File: src/rtl/rgbled_pkg.sv
// rgbled_pkg: receiver state encoding and default WS2812 timing shared with the chain driver
package rgbled_pkg;
  typedef enum logic [1:0] {GAP, IDLE, HIGH, LOW} rx_state_e;
  localparam int T0H = 20;
  localparam int T1H = 40;
  localparam int T_THRESH = 30;
  localparam int T_MAX_HIGH = 60;
  localparam int T_RESET = 2500;
  function automatic int frame_bits(input int num_leds, input int bits);
    return num_leds * bits;
  endfunction
endpackage

File: src/rtl/sync_2ff.sv
// sync_2ff: two-flop synchronizer for an asynchronous single-bit input
module sync_2ff (
  input  logic clk,
  input  logic rst,
  input  logic d,
  output logic q
);
  logic s1_q, s2_q;
  always_ff @(posedge clk)
    if (rst) begin
      s1_q <= 1'b0;
      s2_q <= 1'b0;
    end else begin
      s1_q <= d;
      s2_q <= s1_q;
    end
  assign q = s2_q;
endmodule

File: src/rtl/rgbled_rx.sv
// rgbled_rx: WS2812-style single-wire stream decoder delivering whole frames after the latch gap
module rgbled_rx #(
  parameter int NUM_LEDS   = 3,
  parameter int BITS       = 24,
  parameter int T_THRESH   = rgbled_pkg::T_THRESH,
  parameter int T_MAX_HIGH = rgbled_pkg::T_MAX_HIGH,
  parameter int T_RESET    = rgbled_pkg::T_RESET
) (
  input  logic                     clk,
  input  logic                     reset,
  input  logic                     din,
  output logic [NUM_LEDS*BITS-1:0] data,
  output logic                     data_vld,
  output logic                     frame_err,
  output logic                     busy
);
  import rgbled_pkg::*;
  localparam int FB = frame_bits(NUM_LEDS, BITS);
  localparam int HW = $clog2(T_MAX_HIGH + 3);
  localparam int LW = $clog2(T_RESET + 2);
  localparam int BW = $clog2(FB + 3);
  localparam logic [HW-1:0] H_SAT = HW'(T_MAX_HIGH + 1);
  localparam logic [HW-1:0] H_MAX = HW'(T_MAX_HIGH);
  localparam logic [HW-1:0] H_THR = HW'(T_THRESH);
  localparam logic [LW-1:0] L_END = LW'(T_RESET);
  localparam logic [BW-1:0] B_FB  = BW'(FB);
  localparam logic [BW-1:0] B_SAT = BW'(FB + 1);
  rx_state_e state_q, state_d;
  logic ds, ds_q, rise, fall;
  logic [HW-1:0] hcnt_q, hcnt_d, hcnt_inc;
  logic [LW-1:0] lcnt_q, lcnt_d, lcnt_inc;
  logic [BW-1:0] bcnt_q, bcnt_d;
  logic [FB-1:0] shift_q, shift_d, data_q, data_d;
  logic vld_q, vld_d, err_q, err_d;
  sync_2ff u_sync (.clk(clk), .rst(reset), .d(din), .q(ds));
  assign rise = ds & ~ds_q;
  assign fall = ~ds & ds_q;
  assign hcnt_inc = hcnt_q == H_SAT ? hcnt_q : hcnt_q + 1'b1;
  assign lcnt_inc = lcnt_q == L_END ? lcnt_q : lcnt_q + 1'b1;
  always_comb begin
    state_d = state_q;
    hcnt_d = hcnt_q;
    lcnt_d = lcnt_q;
    bcnt_d = bcnt_q;
    shift_d = shift_q;
    data_d = data_q;
    vld_d = 1'b0;
    err_d = 1'b0;
    case (state_q)
      GAP: begin
        lcnt_d = ds ? '0 : lcnt_inc;
        state_d = (!ds && lcnt_inc == L_END) ? IDLE : GAP;
      end
      IDLE: if (rise) begin
        bcnt_d = '0;
        hcnt_d = '0;
        state_d = HIGH;
      end
      HIGH: begin
        hcnt_d = hcnt_inc;
        if (hcnt_inc > H_MAX) begin
          err_d = 1'b1;
          lcnt_d = '0;
          state_d = GAP;
        end else if (fall) begin
          shift_d = bcnt_q < B_FB ? {shift_q[FB-2:0], hcnt_inc >= H_THR} : shift_q;
          bcnt_d = bcnt_q == B_SAT ? bcnt_q : bcnt_q + 1'b1;
          lcnt_d = '0;
          state_d = LOW;
        end
      end
      LOW: begin
        lcnt_d = lcnt_inc;
        if (lcnt_inc == L_END) begin
          vld_d = bcnt_q == B_FB;
          err_d = bcnt_q != B_FB;
          data_d = bcnt_q == B_FB ? shift_q : data_q;
          bcnt_d = '0;
          hcnt_d = '0;
          state_d = rise ? HIGH : IDLE;
        end else if (rise) begin
          hcnt_d = '0;
          state_d = HIGH;
        end
      end
      default: state_d = GAP;
    endcase
  end
  always_ff @(posedge clk)
    if (reset) begin
      state_q <= GAP;
      ds_q <= 1'b0;
      hcnt_q <= '0;
      lcnt_q <= '0;
      bcnt_q <= '0;
      shift_q <= '0;
      data_q <= '0;
      vld_q <= 1'b0;
      err_q <= 1'b0;
    end else begin
      state_q <= state_d;
      ds_q <= ds;
      hcnt_q <= hcnt_d;
      lcnt_q <= lcnt_d;
      bcnt_q <= bcnt_d;
      shift_q <= shift_d;
      data_q <= data_d;
      vld_q <= vld_d;
      err_q <= err_d;
    end
  assign data = data_q;
  assign data_vld = vld_q;
  assign frame_err = err_q;
  assign busy = state_q == HIGH || state_q == LOW;
endmodule

File: config.mk
export PLATFORM = sky130hd
export DESIGN_NAME = rgbled_rx
export DESIGN_NICKNAME = d
export VERILOG_FILES = /design/src/rtl/rgbled_pkg.sv /design/src/rtl/sync_2ff.sv /design/src/rtl/rgbled_rx.sv
export SDC_FILE = /design/constraint.sdc
export NUM_CORES = 1
export LEC_CHECK = 0
export ABC_AREA = 1
export BUFFER_PORTS_ARGS = -buffer_cell sky130_fd_sc_hd__buf_2
export CORE_MARGIN = 4
export CORE_UTILIZATION = 59
export CTS_CLUSTER_SIZE = 8
export DETAILED_ROUTE_END_ITERATION = 10
export HOLD_SLACK_MARGIN = 0.03
export PLACE_DENSITY_LB_ADDON = 0.12
export SYNTH_ARGS = -nofsm -noshare
export SYNTH_HDL_FRONTEND = slang
export SYNTH_SLANG_ARGS = --single-unit
File: constraint.sdc
create_clock -name clk -period 2.42 [get_ports clk]
set_clock_uncertainty 0.05 [all_clocks]
set_input_delay 0.121 -clock clk [delete_from_list [all_inputs] [get_ports clk]]
set_output_delay 0.121 -clock clk [all_outputs]
set_load 0.05 [all_outputs]
# After elaboration in Yosys (flattened, before gate mapping)

Index checks and enable logic that the tools add are counted.

Register bits after elaboration: 176
Output and inout bits: 75

Add/subtract/negate cells: 3
Order comparisons: 3
Equal/unequal tests: 15
Multiplexer cells: 25
Bitwise operators: 7
Reductions and logical operators: 11

Operator list:

| kind                  | number |
|---|---|
| $mux 12               | 4 |
| $pmux 12 s3           | 1 |
| $mux 7                | 5 |
| $eq 12x12->1 const B  | 2 |
| $pmux 7 s3            | 1 |
| $mux 6                | 3 |
| $pmux 6 s3            | 1 |
| $eq 7x7->1 const B    | 2 |
| $add 12x1->12 const B | 1 |
| $mux 2                | 5 |
| $ne 2x2->1 const B    | 5 |
| $pmux 2 s4            | 1 |
| $add 7x1->7 const B   | 1 |
| $lt 7x7->1 const B    | 1 |
| $ne 7x7->1 const B    | 1 |
| $add 6x1->6 const B   | 1 |
| $eq 6x6->1 const B    | 1 |
| $ge 6x5->1 const B    | 1 |
| $gt 6x6->1 const B    | 1 |
| $reduce_and 6->1      | 1 |
| $reduce_bool 3->1     | 2 |
| $not 1->1             | 5 |
| $eq 2x2->1 const B    | 2 |
| $reduce_and 4->1      | 1 |
| other kinds (12)      | 15 |

# Longest topological paths before layout

Depth after elaboration: 6
Mapped depth: 16
Depth with buffers taken out: 15

# By module

Synthesis repeated with hierarchy kept, for this count alone.

Cell total of the unflattened synthesis: 1130
Area, all modules: 8029.0 um^2

By module, submodules not included:

| module    | times used | cells an instance | area each (um^2) | seq. area each (um^2) |
|---|---|---|---|---|
| rgbled_rx | 1          | 1124              | 7973.9           | 3483.3 |
| sync_2ff  | 1          | 6                 | 55.1             | 40.0 |

# Least setup slack after synthesis

Ideal clock, no wire load.

Path kind: register -> register
From: register hcnt_q[0]
To: register shift_q[10]
Arrival time: 1.846 ns
Data required time: 2.257 ns
Setup slack: 0.411 ns
Cell stages (with the launch flop): 15
Period minus slack after synthesis: 2.009 ns
Cells stage by stage: dfxtp_1 ha_1 nand3_1 nor2_2 nand2_1 nand2_1 nand2_1 nand3_2 nand2_2 nor2_4 o21ai_4 buf_6 buf_4 nor2_1 nor2_1

Word-level cells in the longest chain between the ends: 5
Elaborated cells on any way between the ends: 6
Classes of those cells: add/sub: 1; order compare: 1; eq/ne: 1; mux: 1; bitwise: 1; reduce/logical: 1

RTL lines:

| element                                          | RTL line         | RTL |
|---|---|---|
| from (decl)                                      | rgbled_rx.sv:30  | `logic [HW-1:0] hcnt_q, hcnt_d, hcnt_inc;` |
| from (signal assigned)                           | rgbled_rx.sv:103 | `hcnt_q <= hcnt_d;` |
| $add 6x1->6 / $eq 6x6->1 (equally long branches) | rgbled_rx.sv:38  | `assign hcnt_inc = hcnt_q == H_SAT ? hcnt_q : hcnt_q + 1'b1;` |
| $mux 6 *                                         | rgbled_rx.sv:38  |  |
| $gt 6x6->1 *                                     | rgbled_rx.sv:61  | `if (hcnt_inc > H_MAX) begin` |
| $not 1->1 (no line) *                            | --               |  |
| $reduce_and 4->1 (no line) *                     | --               |  |
| to (signal assigned)                             | rgbled_rx.sv:106 | `shift_q <= shift_d;` |
| to (decl)                                        | rgbled_rx.sv:33  | `logic [FB-1:0] shift_q, shift_d, data_q, data_d;` |

Mark *: on every way between the ends. The rest lies on a longest branch, timed or not.
A chain may end at the register's enable or synchronous reset.

# Worst setup path after layout

From: register hcnt_q[1]
To: register shift_q[21]

Same word-level chain as after synthesis.

==> results by group <==
Clock tree
  • Root buf cell: clkbuf_16
  • Num CTS Buffers: 17
  • Total clock sinks: 176
  • Clock slew at reported path FFs: 70 ps
  • CTS Buffer Depth: 2
  • H-Tree Depth: 4
  • Clock Latency Late Sink: 430 ps
  • CTS tree: built

Logic synthesis
  • Mux cell area share after synthesis: 0
  • Synth top cells by count: nand2_1, nor2_1, inv_1
  • Post-Synth Simple-Gate Area: 0.379
  • Async SR Flop Fraction: 0
  • Cell with the most instances after synthesis: nand2_1
  • Mean Syn Cell Area: 6.37 um2
  • Cells after Synth: 1280
  • Mapped Area: 0.00816 mm2
  • Mapped Nets: 1290
  • Yosys warning count: 0
  • Top-area cell type share of the netlist area: 0.432
  • Distinct cell type count of the synthesized netlist: 34
  • Number of flops mapped to enable cells by yosys: 0
  • Top post-synthesis cells by area: dfxtp_1, nand2_1, nor2_1, inv_1, a21oi_1
  • Largest family of logic cells by synthesized area: simple AND/OR/NAND/NOR gates
  • Synth area leader: dfxtp_1
  • Synth Flop Type: dfxtp_1
  • Synth Area in Adders: 0.0107
  • Xor-xnor portion of the synthesized cell area: 0.00736
  • Seq cells post-synth: 176
  • Sequential area share after synthesis: 0.432
  • Compound-Gate Fraction of Synth Area: 0.0420

Routing
  • M1 wire length: 8630 um
  • Max layer used: met4
  • Met3 Wirelength: 1160 um
  • Routed vias: 7496
  • Post-route DRC: 0
  • Wire per inst: 11.9 um
  • WL final: 18500 um
  • Vias per cell: 4.82
  • Met2 wire len: 8480 um
  • Remaining antenna violation count after routing: 0
  • Initial drt markers: 708
  • DR pass1 iterations: 7

Finish
  • Nets: 1376
  • Synth-to-layout area growth: 18.7%
  • Antenna Cells: 0
  • Share of layout cells above drive strength 1: 0.134
  • Fin cells: 1555

Setup path
  • Critical Path AT: 2650 ps
  • CP Cell Sequence: inv_2 -> ha_4 -> nand3_1 -> nor2_2 -> a21oi_2 -> nor2_1 -> nand3_2 -> nand2_4 -> nor2_4 -> buf_12 -> o21ai_4 -> clkbuf_16 -> nand2_1 -> nand2_1 -> nor2_1
  • Crit-path max cell delay: 370 ps
  • Crit-path max FO: 8
  • Critical setup path kind: register to register
  • Crit path required time: 2700 ps
  • CP endpoint kind: register
  • CP startpoint kind: register
  • Family with the most delay on the worst path: simple AND/OR/NAND/NOR gates
  • Worst path buffer plus inverter count: 3
  • CP max-delay cell: dfxtp_4

Place
  • IO Port Bufs: 77
  • DP Cell Count: 1500
  • Gpl congestion: 0.945
  • Post-DP HPWL: 10600 um

Pwr
  • Power Density: 589 mW/mm2
  • Power, Total: 5.71 mW
  • Leak Pwr: 5.56 nW
  • Peak supply drop: 0.413 mV

Timing
  • Minimum clock period: 2370 ps
  • Fmax: 0.423 GHz
  • Final setup viols: 0
  • Hold Fails Final Rpt: 0
  • Actual slew at the worst max-slew pin: 919 ps
  • Pins Over Slew Limit: 0
  • Tcrit/Tclk final: 0.977
  • Max-slew headroom: 0.384

Global route
  • Global-route wire length before repair: 28500 um
  • Initial antenna violation count: 0
  • Grt ovf: 0
  • Vias in the first global route: 6342
  • GRT Util Overall: 0.213
  • Largest net degree at the start of global routing: 58

Run status
  • Status: finished, final reports clean

Die
  • Starting Density: 0.609
  • Num rows: 42
  • Die ar.: 0.0158 mm2
  • I/O Pins: 78
  • Area of the core: 0.0134 mm2
  • Die H: 126 um
  • Die X: 126 um

Job
  • Max Cap Viol: 0

Min path
  • Hold Crit Class: input pin to register
-- final cells by class --
| cell class | instances | area (um2) |
|---|---|---|
| clock buffers | 19 | 433 |
| clock inverters | 13 | 138 |
| fillers | 1135 | 3710 |
| multi-input cells | 860 | 3680 |
| inverters | 190 | 716 |
| well taps | 176 | 220 |
| repair buffers | 121 | 967 |
| flip-flops and latches | 176 | 3530 |
-- kinds of logic (layout without fill, tap and decap cells) --
logic type,count (synthesis),in the layout
simple gates,782,782
buf+inv,247,343
flops,176,176
compound gates,62,65
fa+ha+maj,7,7
xor+xnor,6,6
-- final timing paths --
| check | startpoint | to | slack [ps] | cells past startpoint |
|---|---|---|---|---|
| worst max-delay path | hcnt_q[1]$_SDFFE_PP0P_ | shift_q[21]$_SDFFE_PP0P_ | 50 | 15 |
| worst min-delay path | reset | u_sync.q$_SDFF_PP0_ | 50 | 2 |
| worst max register to register | hcnt_q[1]$_SDFFE_PP0P_ | shift_q[21]$_SDFFE_PP0P_ | 50 | 15 |
| worst min register to register | u_sync.s1_q$_SDFF_PP0_ | u_sync.q$_SDFF_PP0_ | 350 | 2 |
-- sequential cells by signal, summed over array words and instances (netlist names) --
name,count
u_sync.s1_q,1
state_q,2
frame_err,1
data_vld,1
ds_q,1
u_sync.q,1
bcnt_q,7
shift_q,72
hcnt_q,6
data,72
lcnt_q,12
-- per-stage QoR --
step / util / setup TNS [ps] / instance area [um2] / setup slack (ps) / hold slack, ps
detailed placement: 0.650 / 0 / 8700 / 46.8 / 276
floorplan: - / 0 / 8160 / 411 / 178
finish: 0.723 / 0 / 9690 / 54.8 / 52.4
CTS: 0.693 / 0 / 9290 / 20.1 / 35.6
global placement: 0.650 / 0 / 8700 / 122 / 280
global route: 0.723 / -239 / 9690 / -42.2 / 70.9
-- cell usage in the layout (no fill, tap or decap), types with 6 or more instances in the layout --
master       n
nand2_1    381
nor2_1     332
inv_1      187
dfxtp_1    171
buf_2       78
nand3_1     28
a21oi_1     28
clkbuf_16   23
buf_4       18
o21ai_0     16
nand4_1     15
buf_6        9
buf_12       9
nor2_2       6
-- report_power, final --
| group | switching, mW | internal (mW) |
|---|---|---|
| combinational | 0.0783 | 0.0254 |
| sequential | 0.00716 | 2.90 |
| clock | 1.17 | 1.52 |
-- routing by layer --
layer	vias up	track usage
li1	3978	-
met1	3266	0.286
met2	225	0.337
met3	27	0.0516
met4	0	0.0727
met5	-	0
-- what timing repair did --
action,4_1_cts,5_1_grt
buffers inserted,0,8
resized for setup,0,28
hold buffers,1,0
setup endpoints to repair,0,144
endpoints found under the hold margin,1,0
Note: power is estimated with default switching activity, not from simulation.
